**config.mk**
```make
export PLATFORM = sky130hd
export DESIGN_NAME = spi_reg_master
export DESIGN_NICKNAME = d
export VERILOG_FILES = /design/src/rtl/spi_reg_master.sv
export SDC_FILE = /design/constraint.sdc
export NUM_CORES = 1
export LEC_CHECK = 0
export BUFFER_PORTS_ARGS = -buffer_cell sky130_fd_sc_hd__buf_4
export CAP_MARGIN = 15
export CORE_UTILIZATION = 57
export DETAILED_ROUTE_END_ITERATION = 8
export HOLD_SLACK_MARGIN = 0.03
export PLACE_DENSITY = 0.79
export SLEW_MARGIN = 20
export SYNTH_ARGS = -nofsm -noshare
export SYNTH_HDL_FRONTEND = slang
export SYNTH_SLANG_ARGS = --single-unit
```
**constraint.sdc**
```tcl
create_clock -name clk -period 2.67 [get_ports clk]
set_input_delay 0.534 -clock clk [delete_from_list [all_inputs] [get_ports clk]]
set_output_delay 0.534 -clock clk [all_outputs]
set_load 0.03 [all_outputs]
```
**src/rtl/spi_reg_master.sv**
```systemverilog
// spi_reg_master: SPI controller for single register accesses.
// Each frame is {rw, addr, wdata}, sent MSB first. It supports all four CPOL/CPHA modes.
// SCLK half-period is CLK_DIV clk cycles. Every SPI output comes straight from a flop.
// Optional feature: define SPI_REG_MASTER_LOOPBACK_EN to add a 'loopback' input.
// When loopback is high, the controller samples its own MOSI in place of spi_miso.
module spi_reg_master #(
  parameter int CLK_DIV    = 8,
  parameter int ADDR_WIDTH = 7,
  parameter int REG_WIDTH  = 8
) (
  input  logic                  clk,
  input  logic                  rstb,
  input  logic                  ena,
  input  logic                  cpol,
  input  logic                  cpha,
  input  logic                  start,
  input  logic                  rw,
  input  logic [ADDR_WIDTH-1:0] addr,
  input  logic [REG_WIDTH-1:0]  wdata,
  output logic                  busy,
  output logic                  done,
  output logic [REG_WIDTH-1:0]  rdata,
  output logic                  spi_cs_n,
  output logic                  spi_clk,
  output logic                  spi_mosi,
  input  logic                  spi_miso
`ifdef SPI_REG_MASTER_LOOPBACK_EN
  ,
  input  logic                  loopback
`endif
);

  localparam int FRAME = 1 + ADDR_WIDTH + REG_WIDTH;
  localparam int HP_W  = $clog2(2 * FRAME);

  typedef enum logic [2:0] {IDLE, SETUP, XFER, HOLD, GAP} state_t;

  state_t                 state_reg, state_next;
  logic [7:0]             div_reg, div_next;
  logic [HP_W-1:0]        hp_reg, hp_next;
  logic                   cpol_reg, cpol_next;
  logic                   cpha_reg, cpha_next;
  logic                   rw_reg, rw_next;
  logic [FRAME-1:0]       tx_reg, tx_next;
  logic [REG_WIDTH-1:0]   rx_reg, rx_next;
  logic [REG_WIDTH-1:0]   rdata_reg, rdata_next;
  logic                   done_reg, done_next;
  logic                   cs_n_reg, cs_n_next;
  logic                   sclk_reg, sclk_next;
  logic                   mosi_reg, mosi_next;
  logic                   tick;
  logic                   edge_en;
  logic                   edge_lead;
  logic                   edge_last;
  logic                   miso_bit;

`ifdef SPI_REG_MASTER_LOOPBACK_EN
  assign miso_bit = loopback ? mosi_reg : spi_miso;
`else
  assign miso_bit = spi_miso;
`endif

  // Next-state, half-period timing and SPI output computation
  always_comb begin
    state_next = state_reg;
    div_next   = div_reg;
    hp_next    = hp_reg;
    cpol_next  = cpol_reg;
    cpha_next  = cpha_reg;
    rw_next    = rw_reg;
    tx_next    = tx_reg;
    rx_next    = rx_reg;
    rdata_next = rdata_reg;
    done_next  = 1'b0;
    cs_n_next  = cs_n_reg;
    sclk_next  = sclk_reg;
    mosi_next  = mosi_reg;
    edge_en    = 1'b0;
    edge_lead  = 1'b0;
    edge_last  = 1'b0;
    tick       = (div_reg == 8'(CLK_DIV - 1));

    if (state_reg != IDLE) begin
      div_next = tick ? 8'd0 : div_reg + 8'd1;
    end

    case (state_reg)
      IDLE: begin
        cs_n_next = 1'b1;
        sclk_next = cpol;
        mosi_next = 1'b0;
        if (start) begin
          state_next = SETUP;
          div_next   = 8'd0;
          hp_next    = '0;
          cpol_next  = cpol;
          cpha_next  = cpha;
          rw_next    = rw;
          tx_next    = {rw, addr, (rw ? wdata : {REG_WIDTH{1'b0}})};
          rx_next    = '0;
          cs_n_next  = 1'b0;
          // CPHA=0 needs the frame MSB (rw) on the wire before the first edge
          mosi_next  = cpha ? 1'b0 : rw;
        end
      end
      SETUP: begin
        if (tick) begin
          state_next = XFER;
          hp_next    = '0;
          edge_en    = 1'b1;
          edge_lead  = 1'b1;
        end
      end
      XFER: begin
        if (tick) begin
          if (hp_reg == HP_W'(2 * FRAME - 1)) begin
            state_next = HOLD;
            sclk_next  = cpol_reg;
          end else begin
            hp_next   = hp_reg + HP_W'(1);
            edge_en   = 1'b1;
            // Edge index is hp_reg+1, so an odd half-period ends with a leading edge
            edge_lead = hp_reg[0];
            edge_last = (hp_reg == HP_W'(2 * FRAME - 2));
          end
        end
      end
      HOLD: begin
        if (tick) begin
          state_next = GAP;
          hp_next    = '0;
          cs_n_next  = 1'b1;
          mosi_next  = 1'b0;
        end
      end
      GAP: begin
        if (tick) begin
          if (hp_reg == HP_W'(1)) begin
            state_next = IDLE;
            done_next  = 1'b1;
            if (!rw_reg) begin
              rdata_next = rx_reg;
            end
          end else begin
            hp_next = hp_reg + HP_W'(1);
          end
        end
      end
      default: state_next = IDLE;
    endcase

    // An SCLK edge either samples MISO or shifts MOSI, depending on mode
    if (edge_en) begin
      sclk_next = ~sclk_reg;
      if (edge_lead ^ cpha_reg) begin
        rx_next = (rx_reg << 1) | REG_WIDTH'(miso_bit);
      end else if (!edge_last) begin
        mosi_next = cpha_reg ? tx_reg[FRAME-1] : tx_reg[FRAME-2];
        tx_next   = tx_reg << 1;
      end
    end
  end

  // State register: async reset, frozen entirely while ena is low
  always_ff @(posedge clk or negedge rstb) begin
    if (!rstb) begin
      state_reg <= IDLE;
      div_reg   <= 8'd0;
      hp_reg    <= '0;
      cpol_reg  <= 1'b0;
      cpha_reg  <= 1'b0;
      rw_reg    <= 1'b0;
      tx_reg    <= '0;
      rx_reg    <= '0;
      rdata_reg <= '0;
      done_reg  <= 1'b0;
      cs_n_reg  <= 1'b1;
      sclk_reg  <= 1'b0;
      mosi_reg  <= 1'b0;
    end else if (ena) begin
      state_reg <= state_next;
      div_reg   <= div_next;
      hp_reg    <= hp_next;
      cpol_reg  <= cpol_next;
      cpha_reg  <= cpha_next;
      rw_reg    <= rw_next;
      tx_reg    <= tx_next;
      rx_reg    <= rx_next;
      rdata_reg <= rdata_next;
      done_reg  <= done_next;
      cs_n_reg  <= cs_n_next;
      sclk_reg  <= sclk_next;
      mosi_reg  <= mosi_next;
    end
  end

  assign busy     = (state_reg != IDLE);
  assign done     = done_reg;
  assign rdata    = rdata_reg;
  assign spi_cs_n = cs_n_reg;
  assign spi_clk  = sclk_reg;
  assign spi_mosi = mosi_reg;

endmodule

```
==> impl_metrics.json <==
{
  "num_io_pins": 36,
  "wl_per_cell_um": 15.8,
  "swShare": 0.378,
  "worst_hold_path_type": "input port to async pin",
  "finalClockSkew_ns": 0.0110,
  "ir_drop_uv": 394,
  "wirelength_um": 5880,
  "dp_hpwl_um": 3960,
  "timing.rr.end": "tx_reg[14]",
  "finalSetupViolations": 0,
  "status": "finished, final reports clean",
  "slew_viol_final": 0,
  "syn_to_final_growth_pct": 16.1,
  "yosysSeqAreaShare": 0.484,
  "grt-ovfl-total": 0,
  "tritoncts": "done",
  "placed_area_mm2": 0.00317,
  "ff2ff_setup_slack_ns": 0.14,
  "cp-end-kind": "register",
  "reg2reg_depth": 8,
  "max_freq_mhz": 395,
  "antenna_found_initial": 0,
  "dr.first_iter.drc_count": 157,
  "period_needed_ns": 2.53,
  "die_x_um": 72.6,
  "arrival_ns": 2.74,
  "synth_edf_count": 0,
  "rr_startpoint": "hp_reg[1]",
  "synth-seq-cells": 55,
  "dp.cells": 363,
  "grt_pass1_vias": 2130,
  "worst_pin_slew_ns": 0.671,
  "fill_cells": 369,
  "io_buffers": 35,
  "syn_area_per_cell_um2": 10.7,
  "power_frac_seq": 0.479,
  "p_clk_frac": 0.191,
  "clk_path_buf_depth": 2,
  "die_h_um": 72.6,
  "crit_path_start_kind": "register",
  "synthArstFlopShare": 1.00,
  "yosys-top-cells-area": "dfrtp_1, a221o_1, mux2i_1, mux2_4, nand2_1",
  "syn_nets": 295,
  "final_common_cell": "dfrtp_1",
  "final_cell_mix": "dfrtp_1, buf_4, nand2_1, o21ai_0, a221o_1",
  "grt_pass1_wl_um": 9800,
  "initial_core_util": 0.598,
  "p_per_area_mw_per_mm2": 797,
  "syn_inst": 267,
  "worstSetupPathType": "register to register",
  "finalHoldViolations": 0,
  "clkTransAtPathRegs_ns": 0.11,
  "clk_latency_ns": 0.32,
  "die-area_mm2": 0.00528,
  "yosysTopAreaCell": "dfrtp_1",
  "cts_htree_levels": 2,
  "max-slew-margin-rel": 0.553,
  "cts_buffers": 5,
  "power_frac_comb": 0.330,
  "yosysTopAreaCellShare": 0.475,
  "p_leak_nw": 1.55,
  "setup_slack_ns": 0.140,
  "drcViolationCount": 0,
  "synth.cell_area_mm2": 0.00284,
  "row_count": 25,
  "largest_reg_flops": 16,
  "yosysWarnings": 0,
  "track_usage": 0.239,
  "finalSetupTns_ns": 0,
  "p_switching_w": 0.000995,
  "intPower_w": 0.00164,
  "final_nets": 332,
  "yosys_most_used_dff": "dfrtp_1",
  "final_layout_size_suffix_gt1_frac": 0.246,
  "antenna_left": 0,
  "clock-root-buffer": "clkbuf_8",
  "synthDistinctLibCells": 53,
  "hold_ws_ns": 0.241,
  "antennaDiodeCount": 0,
  "grt_start_max_net_pins": 56,
  "ctsHoldBuffers": 0,
  "final_cells": 372,
  "dp_slack_ns": 0.0410,
  "finalCritPeriodShare": 0.947,
  "num_vias": 2199,
  "gp_congestion": 0.812,
  "core_area_mm2": 0.00475,
  "crit_fanout": 16,
  "vias_per_cell": 5.91,
  "drtPass1Iterations": 4,
  "clock-sinks": 55,
  "crit_required_ns": 2.88,
  "final_area_mm2": 0.00330,
  "max_cap_viol_count": 0
}
==> through the flow <==
step           power, W   util
6_report        0.00263  0.695
2_1_floorplan   0.00186      -
5_1_grt         0.00279  0.695
3_5_place_dp    0.00211  0.668
4_1_cts         0.00261  0.688
3_3_place_gp    0.00207  0.668
==> power by group through the flow <==
stage / Combinational [W] / Sequential (W) / Clock [W]
floorplan: 0.000644 / 0.00121 / 0
global placement: 0.000815 / 0.00126 / 0
detailed placement: 0.000847 / 0.00126 / 0
CTS: 0.000848 / 0.00125 / 0.000509
global route: 0.000961 / 0.00129 / 0.000543
finish: 0.000870 / 0.00126 / 0.000504
==> worst max-delay path, stage by stage, from the launching register on <==
cell	delay [ns]
dfrtp_1	0.44
ha_1	0.22
and3_1	0.19
ha_1	0.24
nor4b_4	0.27
nand4_1	0.21
a31oi_4	0.30
o21ai_4	0.18
a221o_1	0.39
==> layout make-up <==
type / instances / area, um2 / area share
sequential: 55 / 1380 / 0.417
multi-input combinational: 185 / 1370 / 0.414
timing repair buffer: 44 / 330 / 0.100
tap: 67 / 83.8 / 0.0254
clock buffer: 5 / 68.8 / 0.0208
inverter: 13 / 48.8 / 0.0148
clock inverter: 3 / 27.5 / 0.00833
==> routing by layer <==
layer / GRT usage / vias to the layer above / part of all wire
met5: 0 / - / 0
met4: 0.0697 / 0 / 0.012
met3: 0.0442 / 7 / 0.044
met2: 0.377 / 56 / 0.48
met1: 0.338 / 1091 / 0.47
li1: - / 1045 / -
==> timing repair <==
action                                  in CTS  in global routing
setup buffers                                0                  1
gates resized for setup                      0                  3
endpoints found under the setup margin       0                 16
==> Yosys cell counts, types with 2 or more instances <==
library cell and number:
mux2_4 8, nor3_1 3, a31oi_1 3, ha_1 5
nand2_1 30, o21ai_0 17, inv_1 13, nor3_2 2
nand2b_1 2, o31ai_1 6, xor2_1 3, nand3_1 5
nor2_1 8, and3_1 14, o211ai_1 2, nand4_1 3
a221o_1 16, or3b_2 2, nor3b_1 2, clkbuf_1 6
and2_1 9, a22o_1 2, buf_6 2, buf_2 4
a21oi_1 5, a21o_1 2, or2_2 3, mux2i_1 12
dfrtp_1 54
==> cells by family (layout without fill, tap and decap cells) <==
logic type	after synthesis	in the layout	share of synthesized area
xor+xnor	3	3	0.00924
buf+inv	27	65	0.0440
fa+ha+maj	6	6	0.0255
flops	55	55	0.484
compound gates	63	63	0.168
mux	20	20	0.0845
simple gates	93	93	0.184
==> worst max-delay path by stage <==
stage | to | slack (ns) | startpoint
finish | tx_reg[14] | 0.14 | hp_reg[1]
global placement | tx_reg[7] | 0.17 | hp_reg[1]
CTS | tx_reg[14] | 0.02 | hp_reg[1]
global route | tx_reg[14] | -0.01 | hp_reg[1]
floorplan | tx_reg[10] | 0.26 | hp_reg[1]
detailed placement | tx_reg[4] | 0.04 | hp_reg[1]
(Power assumes the default switching activity.)
